**src/rtl/accelerator_trainer_fnn_matrix_receiver.sv**
```systemverilog
// rtl/accelerator_trainer_fnn_matrix_receiver.sv - element-by-element matrix load receiver
// Requests each element with I/J strobes, buffers the operand and serves it through a registered read port.
module accelerator_trainer_fnn_matrix_receiver #(
  parameter int DATA_SIZE  = 64,
  parameter int MAX_I      = 8,
  parameter int MAX_J      = 8,
  parameter int INDEX_SIZE = 8
) (
  input  logic                  CLK,
  input  logic                  RST,
  input  logic                  START,
  output logic                  READY,
  output logic                  ERROR,
  input  logic [DATA_SIZE-1:0]  SIZE_I_IN,
  input  logic [DATA_SIZE-1:0]  SIZE_J_IN,
  output logic                  DATA_OUT_I_ENABLE,
  output logic                  DATA_OUT_J_ENABLE,
  input  logic                  DATA_IN_I_ENABLE,
  input  logic                  DATA_IN_J_ENABLE,
  input  logic [DATA_SIZE-1:0]  DATA_IN,
  input  logic [INDEX_SIZE-1:0] RD_ADDR_I,
  input  logic [INDEX_SIZE-1:0] RD_ADDR_J,
  output logic [DATA_SIZE-1:0]  RD_DATA
);

  localparam int IW = (MAX_I > 1) ? $clog2(MAX_I) : 1;
  localparam int JW = (MAX_J > 1) ? $clog2(MAX_J) : 1;

  typedef enum logic [1:0] {IDLE, REQUEST, WAIT, ENDER} state_t;

  state_t               state, state_next;
  logic [IW-1:0]        idx_i, last_i;
  logic [JW-1:0]        idx_j, last_j;
  logic [DATA_SIZE-1:0] mem [MAX_I][MAX_J];
  logic                 size_ok, accept, last_col, last_row, rd_in_range;

  // Range check at full input width so oversized values never alias into range
  assign size_ok = (SIZE_I_IN != '0) && (SIZE_I_IN <= DATA_SIZE'(MAX_I)) &&
                   (SIZE_J_IN != '0) && (SIZE_J_IN <= DATA_SIZE'(MAX_J));
  assign accept      = (state == WAIT) && DATA_IN_J_ENABLE;
  assign last_col    = (idx_j == last_j);
  assign last_row    = (idx_i == last_i);
  assign rd_in_range = (RD_ADDR_I < INDEX_SIZE'(MAX_I)) && (RD_ADDR_J < INDEX_SIZE'(MAX_J));

  always_ff @(posedge CLK or negedge RST) begin
    if (!RST) state <= IDLE;
    else      state <= state_next;
  end

  always_comb begin
    state_next = state;
    case (state)
      IDLE:    if (START && size_ok) state_next = REQUEST;
      REQUEST: state_next = WAIT;
      WAIT:    if (DATA_IN_J_ENABLE) state_next = (last_col && last_row) ? ENDER : REQUEST;
      ENDER:   state_next = IDLE;
      default: state_next = IDLE;
    endcase
  end

  always_ff @(posedge CLK or negedge RST) begin
    if (!RST) begin
      READY             <= 1'b0;
      ERROR             <= 1'b0;
      DATA_OUT_I_ENABLE <= 1'b0;
      DATA_OUT_J_ENABLE <= 1'b0;
      idx_i             <= '0;
      idx_j             <= '0;
      last_i            <= '0;
      last_j            <= '0;
      RD_DATA           <= '0;
    end else begin
      // Strobes are flopped from the next state; a new row starts after IDLE or a last column
      DATA_OUT_J_ENABLE <= (state_next == REQUEST);
      DATA_OUT_I_ENABLE <= (state_next == REQUEST) && ((state == IDLE) || last_col);
      RD_DATA           <= rd_in_range ? mem[RD_ADDR_I[IW-1:0]][RD_ADDR_J[JW-1:0]] : '0;
      case (state)
        IDLE: begin
          if (START) begin
            if (size_ok) begin
              last_i <= IW'(SIZE_I_IN) - IW'(1);
              last_j <= JW'(SIZE_J_IN) - JW'(1);
              idx_i  <= '0;
              idx_j  <= '0;
              READY  <= 1'b0;
              ERROR  <= 1'b0;
            end else begin
              READY  <= 1'b1;
              ERROR  <= 1'b1;
            end
          end
        end
        WAIT: begin
          if (DATA_IN_J_ENABLE) begin
            if (DATA_IN_I_ENABLE != (idx_j == '0)) ERROR <= 1'b1;
            if (!last_col) begin
              idx_j <= idx_j + JW'(1);
            end else if (!last_row) begin
              idx_i <= idx_i + IW'(1);
              idx_j <= '0;
            end
          end
        end
        ENDER:   READY <= 1'b1;
        default: ;
      endcase
    end
  end

  always_ff @(posedge CLK) begin
    if (accept) mem[idx_i][idx_j] <= DATA_IN;
  end

endmodule

```
**config.mk**
```make
export PLATFORM = sky130hd
export DESIGN_NAME = accelerator_trainer_fnn_matrix_receiver
export DESIGN_NICKNAME = d
export VERILOG_FILES = /design/src/rtl/accelerator_trainer_fnn_matrix_receiver.sv
export SDC_FILE = /design/constraint.sdc
export NUM_CORES = 2
export LEC_CHECK = 0
export BUFFER_PORTS_ARGS = -buffer_cell sky130_fd_sc_hd__buf_4
export CELL_PAD_IN_SITES_DETAIL_PLACEMENT = 1
export CELL_PAD_IN_SITES_GLOBAL_PLACEMENT = 1
export CORE_ASPECT_RATIO = 1.25
export CORE_MARGIN = 1.5
export CORE_UTILIZATION = 30
export DETAILED_ROUTE_END_ITERATION = 12
export GPL_ROUTABILITY_DRIVEN = 0
export PLACE_DENSITY_LB_ADDON = 0.1
export SLEW_MARGIN = 0
export SYNTH_ARGS = -nofsm -noshare
export SYNTH_HDL_FRONTEND = slang
export SYNTH_SLANG_ARGS = --single-unit
export TNS_END_PERCENT = 10
```
**constraint.sdc**
```tcl
create_clock -name CLK -period 6.6 [get_ports CLK]
set_input_delay 1.32 -clock CLK [delete_from_list [all_inputs] [get_ports CLK]]
set_output_delay 1.32 -clock CLK [all_outputs]
set_load 0.05 [all_outputs]
```
==> qor.csv <==
metric;value;unit
cap_violations;0;
power.density_cell_area;305.2;mW/mm²
finish.net_count;7010;
finish_stage_setup_viols;0;
mappedNetlistNets;6337;
ir_worst_vdd;0.2171;mV
via_count_of_the_first_global_routing_pass;79080;
die_h;814.8;µm
comb_power_share;0.052;
ys_dominant_reg_cell;sky130_fd_sc_hd__edfxtp_1;
finalMaxSlewViolations;0;
criticalPathCategory;flip-flop to flip-flop;
leakagePower;57.04;nW
finished_core_util;0.3533;
ys_types;38;
grt_first_pass_wirelength;719200;µm
power.share.clock;0.430;
core_area;0.5261;mm²
ctsRootBufferMaster;sky130_fd_sc_hd__clkbuf_16;
layout.cells.most_common;sky130_fd_sc_hd__edfxtp_1;
post_synth_edffs;4096;
postPlaceCellArea;0.1720;mm²
cts-buffers-inserted;438;
clk_transition_reported_paths;60;ps
wl;532600;µm
design.die.area;0.5316;mm²
tritoncts;done;
cts_num_sinks;4178;
routedWlPerCell;37.45;µm
seq_area_frac_synth;0.7907;
rsz_0062_raised_after_global_routing;no;
timing.fmax;223.6;MHz
hpwlAfterDp;275500;µm
postLayoutCellArea;0.1859;mm²
power.switching_fraction;0.2200;
starting_utilization_of_the_core_area;0.3006;
critPathRequiredTime;7250;ps
io_pins;281;
h-tree-depth;5;
critical_path.max_fanout;17;
run_status;completed;
synth-async-reset-ratio;0.01963;
met2_usage;0.3484;
syn-cell-area;0.1582;mm²
largest_net_degree_at_the_start_of_global_routing;75;
syn_inst;6118;
drt_first_pass_iters;5;
num_vias;73400;
yosys_reg_bits;4178;
layout-area-overhead-vs-synth;17.54;%
seq_power_share;0.518;
worst_ep_arrival_time;5120;ps
synth_area_per_inst;25.85;µm²
clock-skew-final;33.94;ps
via_density_per_instance;5.161;
worst_slew_margin_rel;0.2214;
grt_antenna_before_repair;41;
cts_post_setup_buffers_inserted;0;
drcViolationCount;0;
power.net_switching;12.48;mW
cp-start-kind;flip-flop;
internal_power_contribution;44.26;mW
layout-drive-gt1-share;0.3584;
groute.layer.met3.usage;0.02100;
holdCritPathClass;primary input to async pin;
globalRoute.totalOverflow;0;
layout_min_cycle_time;4472;ps
port_buffers;280;
met1_usage;0.2679;
mostFrequentLayoutCells;4096 x sky130_fd_sc_hd__edfxtp_1, 1344 x sky130_fd_sc_hd__mux4_2, 446 x sky130_fd_sc_hd__clkbuf_16, 413 x sky130_fd_sc_hd__buf_4, 127 x sky130_fd_sc_hd__buf_12;
hold-worst-slack;205.4;ps
timing.critical_path.to_type;flip-flop;
max_slew.worst_pin.slew;1165;ps
timing.final.crit_share;0.6776;
drt.antenna.violating_nets;0;
fp-row-count;298;
post_cts_resize_count;0;
grt.busiest_layer;met2;
finalSetupTns;0;ps
ys_warn_count;0;
cts_hold_repair.buffers;0;
insertion_delay;1040;ps
globalRouteTotalUtil;0.1986;
finalHoldViolCount;0;
initialDrtViolationCount;7659;
clock_tree_buffer_depth;4;
fp.dieW;652.4;µm
[path summary, 6_finish.rpt]
check	slack (ps)	from	cells past startpoint	end
worst min-delay path	210	RST	1	RD_DATA[55]
worst max register to register	2130	state[1]	6	mem[2][34]
worst max-delay path	2130	state[1]	6	mem[2][34]
worst min register to register	510	last_j[0]	2	last_j[0]
min in group CLK	510	SIZE_J_IN[0]	2	last_j[0]
max in group asynchronous	5110	RST	2	RD_DATA[36]
[critical path, cell delays in order, from the launching register on]
cell and delay, ps:
sky130_fd_sc_hd__dfrtp_1 620, sky130_fd_sc_hd__nor2b_1 410, sky130_fd_sc_hd__nand2_1 450, sky130_fd_sc_hd__nor2_1 470, sky130_fd_sc_hd__nand3_1 710, sky130_fd_sc_hd__nor2_4 850
sky130_fd_sc_hd__buf_4 490
[flip-flops by register name, indices dropped and copies added (netlist names)]
| signal | cells |
|---|---|
| DATA_OUT_I_ENABLE | 1 |
| mem | 4096 |
| state | 2 |
| RD_DATA | 64 |
| idx_j | 3 |
| DATA_OUT_J_ENABLE | 1 |
| idx_i | 3 |
| ERROR | 1 |
| READY | 1 |
| last_j | 3 |
| last_i | 3 |
[Yosys cell counts (3+ instances only)]
| library cell | n | share of area |
|---|---|---|
| sky130_fd_sc_hd__a211oi_1 | 3 | 0.00014 |
| sky130_fd_sc_hd__a21oi_1 | 3 | 0.000095 |
| sky130_fd_sc_hd__and3_1 | 4 | 0.00016 |
| sky130_fd_sc_hd__buf_1 | 75 | 0.0018 |
| sky130_fd_sc_hd__buf_2 | 40 | 0.0013 |
| sky130_fd_sc_hd__buf_4 | 6 | 0.00028 |
| sky130_fd_sc_hd__clkbuf_1 | 192 | 0.0046 |
| sky130_fd_sc_hd__dfrtp_1 | 82 | 0.013 |
| sky130_fd_sc_hd__edfxtp_1 | 4096 | 0.78 |
| sky130_fd_sc_hd__ha_1 | 6 | 0.00047 |
| sky130_fd_sc_hd__inv_1 | 11 | 0.00026 |
| sky130_fd_sc_hd__mux4_2 | 1344 | 0.19 |
| sky130_fd_sc_hd__nand2_1 | 17 | 0.00040 |
| sky130_fd_sc_hd__nand2b_1 | 5 | 0.00020 |
| sky130_fd_sc_hd__nand3_1 | 8 | 0.00025 |
| sky130_fd_sc_hd__nand3b_1 | 4 | 0.00019 |
| sky130_fd_sc_hd__nand4_1 | 8 | 0.00032 |
| sky130_fd_sc_hd__nor2_1 | 77 | 0.0018 |
| sky130_fd_sc_hd__nor2b_1 | 66 | 0.0026 |
| sky130_fd_sc_hd__nor3_1 | 4 | 0.00013 |
| sky130_fd_sc_hd__nor4_1 | 32 | 0.0013 |
| sky130_fd_sc_hd__o21ai_0 | 6 | 0.00019 |
| sky130_fd_sc_hd__xnor2_1 | 7 | 0.00039 |
| sky130_fd_sc_hd__xor2_1 | 3 | 0.00017 |
[kinds of logic (layout without fill, tap and decap cells)]
kind of cell / Yosys count / in the layout / synth area share
flip-flops: 4178 / 4178 / 0.7907
multiplexers: 1345 / 1345 / 0.1915
buffers and inverters: 325 / 1373 / 0.008220
AND/OR/NAND/NOR: 230 / 230 / 0.007595
AO/OA/AOI/OAI: 24 / 24 / 0.001028
XOR/XNOR: 10 / 10 / 0.0005538
adder cells (fa/ha/maj): 6 / 6 / 0.0004747
other: 0 / 5 / 0
[cell type report]
| class | count | area [µm²] |
|---|---|---|
| sequential | 4178 | 125100 |
| timing repair buffer | 547 | 5756 |
| fill | 49690 | 340200 |
| clock inverter | 247 | 2082 |
| clock buffer | 568 | 11830 |
| inverter | 11 | 41.29 |
| antenna | 5 | 12.51 |
| multi-input combinational | 1615 | 32300 |
| tap | 7050 | 8821 |
[power by group through the flow]
stage / Clock [mW] / Combinational, mW / Sequential [mW]
CTS: 25.1 / 3.03 / 29.4
global placement: 0 / 2.99 / 29.9
floorplan: 0 / 1.56 / 29.9
detailed placement: 0 / 3.02 / 29.9
finish: 24.4 / 2.94 / 29.4
global route: 25.9 / 3.13 / 29.4
[through the flow]
step           std cells  total power, mW  worst slack, ps
6_report           14220            56.74             2128
3_5_place_dp       13400            32.97             1912
2_1_floorplan       6118            31.46             1483
4_1_cts            14220            57.49             2158
3_3_place_gp       13400            32.92             1931
5_1_grt            14220            58.44             1867
[routing by layer]
metal,vias up,share of wire
met5,-,0.000024
met4,2,0.020
met3,582,0.041
met2,2025,0.52
met1,42540,0.42
li1,28250,-
Note: power is estimated with default switching activity, not from simulation.
